## src/rtl/rgb_stream_converter.sv

```systemverilog
// Streaming RGB colour-depth converter: per-channel truncate / round-with-saturation /
// MSB-replication, behind a registered output stage with a one-entry skid buffer.

module rgb_chan_conv #(
    parameter int IN_W     = 8,
    parameter int OUT_W    = 5,
    parameter int ROUND_EN = 1
) (
    input  logic [IN_W-1:0]  in_val,
    output logic [OUT_W-1:0] out_val,
    output logic             sat
);
    generate
        if (OUT_W == IN_W) begin : g_pass
            assign out_val = in_val;
            assign sat     = 1'b0;
        end else if (OUT_W < IN_W) begin : g_narrow
            if (ROUND_EN != 0) begin : g_round
                localparam logic [IN_W:0] HALF = {{IN_W{1'b0}}, 1'b1} << (IN_W - OUT_W - 1);
                logic [IN_W:0] sum;
                logic          unused_lsbs;
                assign sum         = {1'b0, in_val} + HALF;
                assign sat         = sum[IN_W];
                assign out_val     = sum[IN_W] ? {OUT_W{1'b1}} : sum[IN_W-1 -: OUT_W];
                assign unused_lsbs = ^sum[IN_W-OUT_W-1:0];
            end else begin : g_trunc
                logic unused_lsbs;
                assign out_val     = in_val[IN_W-1 -: OUT_W];
                assign sat         = 1'b0;
                assign unused_lsbs = ^in_val[IN_W-OUT_W-1:0];
            end
        end else begin : g_widen
            // Repeat the input MSB-first until the output is filled.
            for (genvar gi = 0; gi < OUT_W; gi++) begin : g_bit
                assign out_val[OUT_W-1-gi] = in_val[IN_W-1-(gi % IN_W)];
            end
            assign sat = 1'b0;
        end
    endgenerate
endmodule

module rgb_stream_converter #(
    parameter int IN_R_W   = 8,
    parameter int IN_G_W   = 8,
    parameter int IN_B_W   = 8,
    parameter int OUT_R_W  = 5,
    parameter int OUT_G_W  = 6,
    parameter int OUT_B_W  = 5,
    parameter int ROUND_EN = 1,
    parameter int CNT_W    = 16
) (
    input  logic                           i_clk,
    input  logic                           i_rst,
    input  logic [IN_R_W+IN_G_W+IN_B_W-1:0] i_data,
    input  logic                           i_valid,
    output logic                           o_ready,
    input  logic                           i_last,
    input  logic                           i_user,
    input  logic                           i_swap_rb,
    output logic [OUT_R_W-1:0]             o_red,
    output logic [OUT_G_W-1:0]             o_green,
    output logic [OUT_B_W-1:0]             o_blue,
    output logic [OUT_R_W+OUT_G_W+OUT_B_W-1:0] o_data,
    output logic                           o_valid,
    input  logic                           i_ready,
    output logic                           o_last,
    output logic                           o_user,
    input  logic                           i_clear_stats,
    output logic [CNT_W-1:0]               o_sat_count
);
    localparam int IN_W  = IN_R_W + IN_G_W + IN_B_W;
    localparam int OUT_W = OUT_R_W + OUT_G_W + OUT_B_W;
    // Payload layout: {red, green, blue, any_sat, last, user}
    localparam int PL_W  = OUT_W + 3;

    logic [IN_R_W-1:0]  r_in;
    logic [IN_G_W-1:0]  g_in;
    logic [IN_B_W-1:0]  b_in;
    logic [OUT_R_W-1:0] r_out;
    logic [OUT_G_W-1:0] g_out;
    logic [OUT_B_W-1:0] b_out;
    logic               r_sat, g_sat, b_sat;
    logic [PL_W-1:0]    conv_pl;

    assign g_in = i_data[IN_G_W+IN_B_W-1 -: IN_G_W];

    generate
        if (IN_R_W == IN_B_W) begin : g_swap
            assign r_in = i_swap_rb ? i_data[IN_B_W-1:0] : i_data[IN_W-1 -: IN_R_W];
            assign b_in = i_swap_rb ? i_data[IN_W-1 -: IN_R_W] : i_data[IN_B_W-1:0];
        end else begin : g_no_swap
            logic unused_swap;
            assign r_in        = i_data[IN_W-1 -: IN_R_W];
            assign b_in        = i_data[IN_B_W-1:0];
            assign unused_swap = i_swap_rb;
        end
    endgenerate

    rgb_chan_conv #(.IN_W(IN_R_W), .OUT_W(OUT_R_W), .ROUND_EN(ROUND_EN)) u_conv_r (
        .in_val(r_in), .out_val(r_out), .sat(r_sat));
    rgb_chan_conv #(.IN_W(IN_G_W), .OUT_W(OUT_G_W), .ROUND_EN(ROUND_EN)) u_conv_g (
        .in_val(g_in), .out_val(g_out), .sat(g_sat));
    rgb_chan_conv #(.IN_W(IN_B_W), .OUT_W(OUT_B_W), .ROUND_EN(ROUND_EN)) u_conv_b (
        .in_val(b_in), .out_val(b_out), .sat(b_sat));

    assign conv_pl = {r_out, g_out, b_out, r_sat | g_sat | b_sat, i_last, i_user};

    logic              out_valid_q, out_valid_d;
    logic [PL_W-1:0]   out_pl_q, out_pl_d;
    logic              skid_valid_q, skid_valid_d;
    logic [PL_W-1:0]   skid_pl_q, skid_pl_d;
    logic              ready_q, ready_d;
    logic [CNT_W-1:0]  sat_cnt_q, sat_cnt_d;
    logic              in_xfer, out_xfer;

    always_comb begin
        out_valid_d  = out_valid_q;
        out_pl_d     = out_pl_q;
        skid_valid_d = skid_valid_q;
        skid_pl_d    = skid_pl_q;
        sat_cnt_d    = sat_cnt_q;
        in_xfer      = i_valid & ready_q;
        out_xfer     = out_valid_q & i_ready;

        if (!out_valid_q || i_ready) begin
            // Skid contents are older than anything arriving now, so they go first.
            if (skid_valid_q) begin
                out_pl_d     = skid_pl_q;
                out_valid_d  = 1'b1;
                skid_valid_d = 1'b0;
            end else if (in_xfer) begin
                out_pl_d    = conv_pl;
                out_valid_d = 1'b1;
            end else begin
                out_valid_d = 1'b0;
            end
        end else if (in_xfer) begin
            skid_pl_d    = conv_pl;
            skid_valid_d = 1'b1;
        end

        ready_d = !skid_valid_d;

        if (i_clear_stats) begin
            sat_cnt_d = '0;
        end else if (out_xfer && out_pl_q[2] && (sat_cnt_q != {CNT_W{1'b1}})) begin
            sat_cnt_d = sat_cnt_q + CNT_W'(1);
        end
    end

    always_ff @(posedge i_clk) begin
        if (i_rst) begin
            out_valid_q  <= 1'b0;
            out_pl_q     <= '0;
            skid_valid_q <= 1'b0;
            skid_pl_q    <= '0;
            ready_q      <= 1'b0;
            sat_cnt_q    <= '0;
        end else begin
            out_valid_q  <= out_valid_d;
            out_pl_q     <= out_pl_d;
            skid_valid_q <= skid_valid_d;
            skid_pl_q    <= skid_pl_d;
            ready_q      <= ready_d;
            sat_cnt_q    <= sat_cnt_d;
        end
    end

    assign o_ready     = ready_q;
    assign o_valid     = out_valid_q;
    assign o_data      = out_pl_q[PL_W-1 -: OUT_W];
    assign o_red       = out_pl_q[PL_W-1 -: OUT_R_W];
    assign o_green     = out_pl_q[OUT_G_W+OUT_B_W+2 -: OUT_G_W];
    assign o_blue      = out_pl_q[OUT_B_W+2 -: OUT_B_W];
    assign o_last      = out_pl_q[1];
    assign o_user      = out_pl_q[0];
    assign o_sat_count = sat_cnt_q;
endmodule

```

## config.mk

```make
export PLATFORM = sky130hd
export DESIGN_NAME = rgb_stream_converter
export DESIGN_NICKNAME = d
export VERILOG_FILES = /design/src/rtl/rgb_stream_converter.sv
export SDC_FILE = /design/constraint.sdc
export NUM_CORES = 1
export LEC_CHECK = 0
export BUFFER_PORTS_ARGS = -buffer_cell sky130_fd_sc_hd__buf_2
export CORE_MARGIN = 8
export CORE_UTILIZATION = 25
export CTS_CLUSTER_SIZE = 24
export DETAILED_ROUTE_END_ITERATION = 10
export PLACE_DENSITY_LB_ADDON = 0.05
export SYNTH_ARGS = -nofsm -noshare
export SYNTH_HDL_FRONTEND = slang
export SYNTH_SLANG_ARGS = --single-unit
```

## constraint.sdc

```tcl
create_clock -name i_clk -period 2.6 [get_ports i_clk]
set_input_delay 0 -clock i_clk [delete_from_list [all_inputs] [get_ports i_clk]]
set_output_delay 0 -clock i_clk [all_outputs]
set_load 0.05 [all_outputs]
```

==> qor.yml, run 1 <==
run_status:
  outcome: "complete, no violations"
drt:
  dr.first_iter.drc_count: 114
  ant_nets: 0
  wirelength_mm: 10.6
  routed_via_density: 5.06
  vias: 3251
  drc: 0
  drtPass1Iterations: 4
  wire_per_inst_um: 16.4
synthesis:
  synthesis.area_um2: 3480
  synth_edf_count: 0
  yosysSeqAreaShare_pct: 32.8
  yosys_warnings: 0
  synthArstFlopShare_pct: 0
  synthFlopType: "dfxtp_1"
  yosys_register_bits: 57
  synthCells: 421
  synthesis.nets: 457
  synth_cell_types: 57
  synth_area_per_cell_um2: 8.27
critical_path:
  reg2regPathDepth: 6
  crit_chain: "ha_1, nand2_1, nor4_4, buf_4, a2111o_1, o21ai_0"
  slowest_delay_ps: 610
  slowest_stage: "nor4_4"
  path_depth: 6
  crit_required_ps: 2800
  cp_num_buf_inv: 1
  cp-end-kind: "flop"
  crit_arrival_ps: 2150
  cp_top_family: "simple AND/OR/NAND/NOR gates"
  critical_path_class: "reg -> reg"
  crit_fanout: 11
  cp-start-kind: "flop"
sta:
  setup_slack_ps: 654
  fmaxAchievable_mhz: 514
  finalClockSkew_ps: 12.1
  rsz0062_at_grt: "false"
  fin_crit_sh_pct: 74.9
  setup_viol: 0
  final-hold-violation-count: 0
  fin_setup_tns_ps: 0
  period_needed_ps: 1950
  slew_headroom_pct: 54.2
  tightest_slew_ps: 682
  final_max_slew_viol_count: 0
cts:
  ctsResizeCount: 0
  cts_buffer_depth: 2
  numCtsBuffers: 9
  clock_latency_ps: 330
  h-tree-depth: 3
  cts_sinks: 57
  root_buffer: "clkbuf_16"
  path_clk_slew_ps: 50
  cts_setup_buffers: 0
  cts_tree: "done"
placed_design:
  portBuffers: 78
  pre_cts_ws_ps: 446
  gp_congestion: 0.813
  place_area_um2: 3780
  dp_hpwl_mm: 7.77
final_layout:
  regArea_um2: 1140
  utilization_pct: 29.6
  final_common_cell: "buf_2"
  area_growth_pct: 17.0
  antenna_cells: 0
  multi_input_area_um2: 1930
  num-nets-final: 493
  n_fill_cell: 1539
  final_layout_size_suffix_gt1_share_pct: 25.8
  final_cell_mix: "buf_2 (78), dfxtp_1 (57), nand2_1 (35)"
  final_area_um2: 4070
worst_hold_path:
  hold_path_depth: 3
  min_path_type: "in -> reg"
floorplan:
  die_y_um: 134
  io_pins: 84
  rows: 43
  floorplan.initialDensity_pct: 25.3
  fp.dieW_um: 134
  dieArea_um2: 18000
  core-area_um2: 13800
global_routing:
  grt_pass1_vias: 3230
  track_usage_pct: 12.0
  grt_pass1_wl_mm: 17.3
  antenna_found_initial: 0
  overflow: 0
  grt_max_degree: 26
job:
  drv_cap: 0
power_and_ir_drop:
  ir_worst_vdd_mv: 0.296
  leakage_nw: 1.60
  powerDensity_nw_per_um2: 590
==> path summary, 6_finish.rpt <==
| kind | start | to | slack (ps) |
|---|---|---|---|
| min | i_data[12] | skid_pl_q[10]$_SDFFE_PP0P_ | 70 |
| max | o_sat_count[0]$_SDFFE_PP0P_ | o_sat_count[2]$_SDFFE_PP0P_ | 650 |
| max reg2reg | o_sat_count[0]$_SDFFE_PP0P_ | o_sat_count[2]$_SDFFE_PP0P_ | 650 |
| min reg2reg | skid_pl_q[0]$_SDFFE_PP0P_ | skid_pl_q[0]$_SDFFE_PP0P_ | 450 |
==> per-layer routing <==
metal  wire (µm)  track usage [%]  share of wire, %  vias up
met5           0                0                 0        -
met4         163             4.99               1.5        0
met3         486             3.33               4.6       12
met2        4740             18.7                45       68
met1        5160             15.3                49     1541
li1            -                -                 -     1630
==> through the flow <==
stage / total power [mW] / hold slack (ps) / cells
6_report: 2.41 / 73.6 / 642
5_1_grt: 2.52 / 103 / 642
3_5_place_dp: 1.34 / 268 / 624
2_1_floorplan: 1.26 / 136 / 421
4_1_cts: 2.45 / 54.3 / 642
3_3_place_gp: 1.34 / 261 / 624
==> synth_stat cells, types with 4 or more instances <==
master / number / area, µm²
mux2_2: 4 / 45.0
and3_1: 6 / 37.5
or2_2: 5 / 31.3
nand2b_1: 5 / 31.3
buf_4: 33 / 248
a41oi_1: 4 / 35.0
a21oi_1: 24 / 120
nand3_1: 21 / 105
a31oi_1: 12 / 75.1
o31ai_1: 4 / 30.0
ha_1: 4 / 50.1
and4_1: 6 / 52.6
dfxtp_1: 57 / 1140
nor3_1: 14 / 70.1
a211oi_1: 18 / 135
inv_1: 6 / 22.5
nand2_1: 35 / 131
mux2i_1: 15 / 150
o21ai_0: 7 / 35.0
o2111ai_1: 4 / 35.0
o221ai_1: 4 / 35.0
nand4_1: 13 / 81.3
nor2_1: 25 / 93.8
clkbuf_1: 16 / 60.1
xor2_1: 4 / 35.0
o211ai_1: 5 / 37.5
buf_2: 10 / 50.1
o311ai_0: 5 / 43.8
or3_1: 11 / 68.8
==> registers in the layout, summed over array words and instances, names as in the netlist <==
register / count
o_valid: 1
skid_pl_q: 19
o_sat_count: 16
out_pl_q: 19
skid_valid_q: 1
o_ready: 1
==> kinds of logic (layout without fill, tap and decap cells) <==
| family | Yosys count | in the layout | synth area share [%] |
|---|---|---|---|
| multiplexers | 19 | 19 | 5.60 |
| XOR/XNOR | 4 | 4 | 1.01 |
| adder cells (fa/ha/maj) | 4 | 4 | 1.44 |
| flip-flops | 57 | 57 | 32.8 |
| AND/OR/NAND/NOR | 164 | 164 | 26.5 |
| AO/OA/AOI/OAI | 103 | 103 | 20.9 |
| buffers and inverters | 70 | 111 | 11.7 |
==> repair_timing <==
| action | in CTS | in global routing |
|---|---|---|
| endpoints found under the setup margin | 0 | 0 |
| hold endpoints to repair | 2 | 0 |
| hold buffers | 2 | 0 |
==> worst min-delay path: cells and delay by family <==
family / cells / cell delay (ps)
AO/OA/AOI/OAI: 2 / 240
buffers and inverters: 1 / 130
==> report_power, final <==
group / switching, mW / internal [mW] / total, mW
Sequential: 0.0179 / 0.899 / 0.917
Combinational: 0.289 / 0.110 / 0.399
Clock: 0.422 / 0.666 / 1.09
Total: 0.729 / 1.68 / 2.41
==> area by class of cell <==
type / count / share of cell area (%)
well taps: 180 / 5.53
clock buffers: 11 / 5.96
flip-flops and latches: 57 / 28.0
clock inverters: 5 / 0.768
inverters: 6 / 0.553
repair buffers: 89 / 11.7
multi-input cells: 294 / 47.5
Note: power is estimated with default switching activity, not from simulation.
==> inputs of run 2 (changes only) <==
- clock period: 2.6 -> 1.7 ns (I/O delays scaled with it)
==> qor.yml, run 2 (synthesis results as in run 1) <==
drt:
  routed_via_density: 4.95
  met3_length_um: 458
  wirelength_mm: 11.0
  drc: 0
  dr.first_iter.drc_count: 154
  dr_wl_met2_mm: 4.95
  m1WireLength_mm: 5.41
  wire_per_inst_um: 16.3
  routed.top_layer: "met4"
  ant_nets: 0
  drtPass1Iterations: 5
  vias: 3322
critical_path:
  reg2regPathDepth: 5
  cp-start-kind: "flop"
  cp_top_family: "simple AND/OR/NAND/NOR gates"
  r2r_end: "o_sat_count[6]$_SDFFE_PP0P_"
  cp_num_buf_inv: 1
  crit_required_ps: 1960
  crit_start: "o_sat_count[5]$_SDFFE_PP0P_"
  crit_fanout: 6
  critical_path_class: "reg -> reg"
  slowest_delay_ps: 420
  reg2reg_setup_slack_ps: 90
  crit_chain: "nand3_2, buf_4, or3_4, or3_2, a21oi_1"
  crit_arrival_ps: 1870
  slowest_stage: "or3_2"
  r2r_start: "o_sat_count[5]$_SDFFE_PP0P_"
  cp-end-kind: "flop"
sta:
  tightest_slew_ps: 554
  final-hold-violation-count: 0
  setup_viol: 0
  finalClockSkew_ps: 6.41
  fmaxAchievable_mhz: 622
  slew_headroom_pct: 62.9
  final_max_slew_viol_count: 0
  fin_crit_sh_pct: 94.5
  fin_setup_tns_ps: 0
  period_needed_ps: 1610
floorplan:
  dieArea_um2: 18000
  io_pins: 84
  fp.dieW_um: 134
  die_y_um: 134
  core-area_um2: 13800
  rows: 43
  floorplan.initialDensity_pct: 25.3
power_and_ir_drop:
  ir_worst_vdd_mv: 0.431
  powerDensity_nw_per_um2: 849
  leakage_nw: 1.76
worst_hold_path:
  min_path_type: "in -> reg"
  hold_path_depth: 2
  hold_start: "i_rst"
  hold_end: "skid_pl_q[17]$_SDFFE_PP0P_"
placed_design:
  gp_congestion: 0.787
  place_inst: 652
  dp_hpwl_mm: 8.32
  portBuffers: 78
global_routing:
  antenna_found_initial: 0
  grt_pass1_wl_mm: 17.9
  overflow: 0
  grt_pass1_vias: 3336
  track_usage_pct: 12.5
  grt_max_degree: 26
final_layout:
  fin_cells: 671
  final_cell_mix: "buf_2 (78), dfxtp_1 (41), buf_4 (38)"
  multi_input_area_um2: 1980
  regArea_um2: 1170
  final_layout_size_suffix_gt1_share_pct: 35.0
  antenna_cells: 0
  final_common_cell: "buf_2"
  num-nets-final: 522
  area_growth_pct: 25.3
  n_fill_cell: 1538
cts:
  cts_buffer_depth: 2
  cts_tree: "done"
  numCtsBuffers: 9
  clock_latency_ps: 330
  path_clk_slew_ps: 60
  root_buffer: "clkbuf_16"
  h-tree-depth: 3
  cts_sinks: 57
job:
  drv_cap: 0
run_status:
  outcome: "complete, no violations"
-- run 2: cell types whose count changed in the layout (fill, tap and decap cells not counted), moves of 3 or more --
cell,change
dfxtp_4,+4
dfxtp_1,-16
a2111oi_0,-3
buf_4,+29
dfxtp_2,+12
a2111oi_2,+3
-- run 2: repair_timing --
item,CTS,global route
gates resized for setup,2,9
hold buffers,2,0
buffers inserted,0,1
setup endpoints to repair,1,10
hold endpoints to repair,2,0
pin swaps,0,2
cloned,0,0
-- run 2: routing by layer --
metal	global-route usage (%)	up-vias
li1	-	1686
met5	0	-
met4	4.68	0
met1	16.2	1545
met3	3.03	9
met2	19.7	82
-- run 2: cell type report --
class,instances,share of cell area [%]
multi-input combinational,294,45.3
clock inverter,5,0.717
clock buffer,11,5.56
inverter,6,0.516
sequential,57,26.8
timing repair buffer,118,15.9
tap,180,5.16
-- run 2: power by group --
| group | leakage, nW | switching [mW] | internal (mW) |
|---|---|---|---|
| registers | 0.471 | 0.0274 | 1.37 |
| logic | 1.15 | 0.446 | 0.187 |
| clock network | 0.135 | 0.655 | 1.02 |
-- run 2: how the worst max path moves through the flow --
| stage | endpoint | cells after the start |
|---|---|---|
| detailed placement | o_sat_count[15]$_SDFFE_PP0P_ | 5 |
| global route | o_sat_count[8]$_SDFFE_PP0P_ | 5 |
| floorplan | o_sat_count[6]$_SDFFE_PP0P_ | 5 |
| global placement | o_sat_count[15]$_SDFFE_PP0P_ | 5 |
| CTS | o_sat_count[11]$_SDFFE_PP0P_ | 5 |
| finish | o_sat_count[6]$_SDFFE_PP0P_ | 5 |
-- run 2: through the flow --
step	hold slack (ps)	instance area [µm²]	setup WS [ps]	total power, mW	utilization, %
final	18.7	4360	93.4	3.70	31.7
after global routing	35.6	4360	-2.82	3.88	31.7
after CTS	15.9	4330	8.55	3.78	31.4
after detailed placement	267	4030	-123	2.06	29.3
after global placement	259	4030	-61.6	2.07	29.3
after floorplan	136	3550	-8.08	1.93	-
==> inputs of run 3 (changes only) <==
- CORE_UTILIZATION: 25 -> 49
==> qor.yml, run 3 (synthesis results as in run 1) <==
run_status:
  outcome: "complete, no violations"
final_layout:
  multi_input_area_um2: 1970
  final_area_um2: 4100
  final_common_cell: "buf_2"
  final_layout_size_suffix_gt1_share_pct: 32.7
  final_cell_mix: "buf_2 (78), dfxtp_1 (41), nand2_1 (34)"
  n_fill_cell: 654
  area_growth_pct: 17.7
  num-nets-final: 511
  antenna_cells: 0
  regArea_um2: 1170
sta:
  fmaxAchievable_mhz: 595
  fin_crit_sh_pct: 98.9
  finalClockSkew_ps: 10.2
  period_needed_ps: 1680
  setup_viol: 0
  tightest_slew_ps: 971
  rsz0062_at_grt: "true"
  final_max_slew_viol_count: 0
  slew_headroom_pct: 35.0
  final-hold-violation-count: 0
global_routing:
  grt_max_degree: 26
  overflow: 0
  track_usage_pct: 18.7
  grt_pass1_wl_mm: 15.3
  antenna_found_initial: 0
  grt_pass1_vias: 3149
floorplan:
  rows: 30
  io_pins: 84
  dieArea_um2: 10100
  core-area_um2: 6830
  fp.dieW_um: 100
  die_y_um: 100
  floorplan.initialDensity_pct: 51.0
critical_path:
  crit_required_ps: 1970
  reg2reg_setup_slack_ps: 20
  r2r_start: "out_pl_q[2]$_SDFFE_PP0P_"
  cp-start-kind: "flop"
  crit_fanout: 4
  cp-end-kind: "flop"
  reg2regPathDepth: 4
  critical_path_class: "reg -> reg"
  crit_arrival_ps: 1950
  r2r_end: "o_sat_count[13]$_SDFFE_PP0P_"
worst_hold_path:
  min_path_type: "in -> reg"
  hold_end: "skid_valid_q$_SDFF_PP0_"
  hold_path_depth: 3
  hold_start: "i_valid"
job:
  drv_cap: 0
power_and_ir_drop:
  powerDensity_nw_per_um2: 788
  intPower_mw: 2.22
  pwr-share-seq_pct: 43.0
  p_clk_share_pct: 37.8
  leakage_nw: 1.67
  p_sw_mw: 1.01
  swShare_pct: 31.4
  power.total_mw: 3.23
  comb_power_share_pct: 19.1
  ir_worst_vdd_mv: 0.356
drt:
  drc: 0
  drtPass1Iterations: 4
  dr.first_iter.drc_count: 210
  vias: 3324
  wirelength_mm: 9.21
  routed_via_density: 5.77
  wire_per_inst_um: 16.0
  ant_nets: 0
cts:
  numCtsBuffers: 9
  cts_buffer_depth: 2
  cts_tree: "done"
  h-tree-depth: 3
  root_buffer: "clkbuf_8"
  cts_sinks: 57
  clock_latency_ps: 340
  path_clk_slew_ps: 70
placed_design:
  gp_congestion: 0.895
  portBuffers: 78
  dp_hpwl_mm: 6.80
  place_area_um2: 3860
==> run 3: cell count changes in the layout (fill, tap and decap cells not counted), sizes merged <==
| cell | previous run | this run |
|---|---|---|
| buf | 116 | 105 |
| clkinvlp | 1 | 0 |
| clkbuf | 11 | 10 |
| bufinv | 0 | 1 |
| clkinv | 4 | 5 |
==> run 3: worst max-delay path, cell delays in order, from the launching register on <==
cell and delay, ps:
dfxtp_1 330, nand3_1 180, or2_1 320, a2111oi_1 520
mux2i_1 250
==> run 3: per-layer routing <==
| layer | track usage, % | up-vias | share of wire [%] |
|---|---|---|---|
| met2 | 29.9 | 92 | 46 |
| met5 | 0 | - | 0 |
| met1 | 23.7 | 1552 | 46 |
| met3 | 5.26 | 14 | 5.5 |
| met4 | 5.12 | 0 | 1.6 |
| li1 | - | 1666 | - |
==> run 3: final cells by class <==
class,count,area share [%]
multi-input cells,294,47.9
inverters,6,0.549
clock inverters,6,1.43
clock buffers,10,3.11
flip-flops and latches,57,28.6
well taps,96,2.93
repair buffers,107,15.4
==> run 3: per-stage QoR <==
stage / hold WS (ps) / setup slack, ps / TNS, ps / std cells / utilization, %
floorplan: 136 / -8.08 / -9.04 / 421 / -
global placement: 256 / 16.0 / 0 / 558 / 56.5
detailed placement: 268 / -25.5 / -37.1 / 558 / 56.5
CTS: 16.6 / 20.6 / 0 / 576 / 59.5
global route: 38.9 / -66.0 / -164 / 576 / 60.0
finish: 30.6 / 17.9 / 0 / 576 / 60.0
==> run 3: worst max path at each step <==
stage	start	to	slack [ps]	cells past startpoint
6_report	out_pl_q[2]$_SDFFE_PP0P_	o_sat_count[13]$_SDFFE_PP0P_	20	4
5_1_grt	out_pl_q[2]$_SDFFE_PP0P_	o_sat_count[11]$_SDFFE_PP0P_	-70	5
4_1_cts	o_sat_count[0]$_SDFFE_PP0P_	o_sat_count[6]$_SDFFE_PP0P_	20	5
3_5_place_dp	i_swap_rb	skid_pl_q[5]$_SDFFE_PP0P_	-30	7
3_3_place_gp	i_swap_rb	skid_pl_q[16]$_SDFFE_PP0P_	20	7
2_1_floorplan	o_sat_count[0]$_SDFFE_PP0P_	o_sat_count[6]$_SDFFE_PP0P_	-8	5
==> run 3: repair_timing <==
action / 4_1_cts / 5_1_grt
gates resized for setup: 0 / 10
buffers inserted: 0 / 0
hold buffers: 2 / 0
endpoints found under the hold margin: 3 / 0
endpoints found under the setup margin: 0 / 14
==> run 3: power by group through the flow <==
stage                     sequential (mW)  clock [mW]  combinational [mW]
after floorplan                      1.44           0               0.490
after global placement               1.42           0               0.609
after detailed placement             1.43           0               0.613
after CTS                            1.40        1.24               0.619
after global routing                 1.39        1.31               0.667
final                                1.39        1.22               0.618
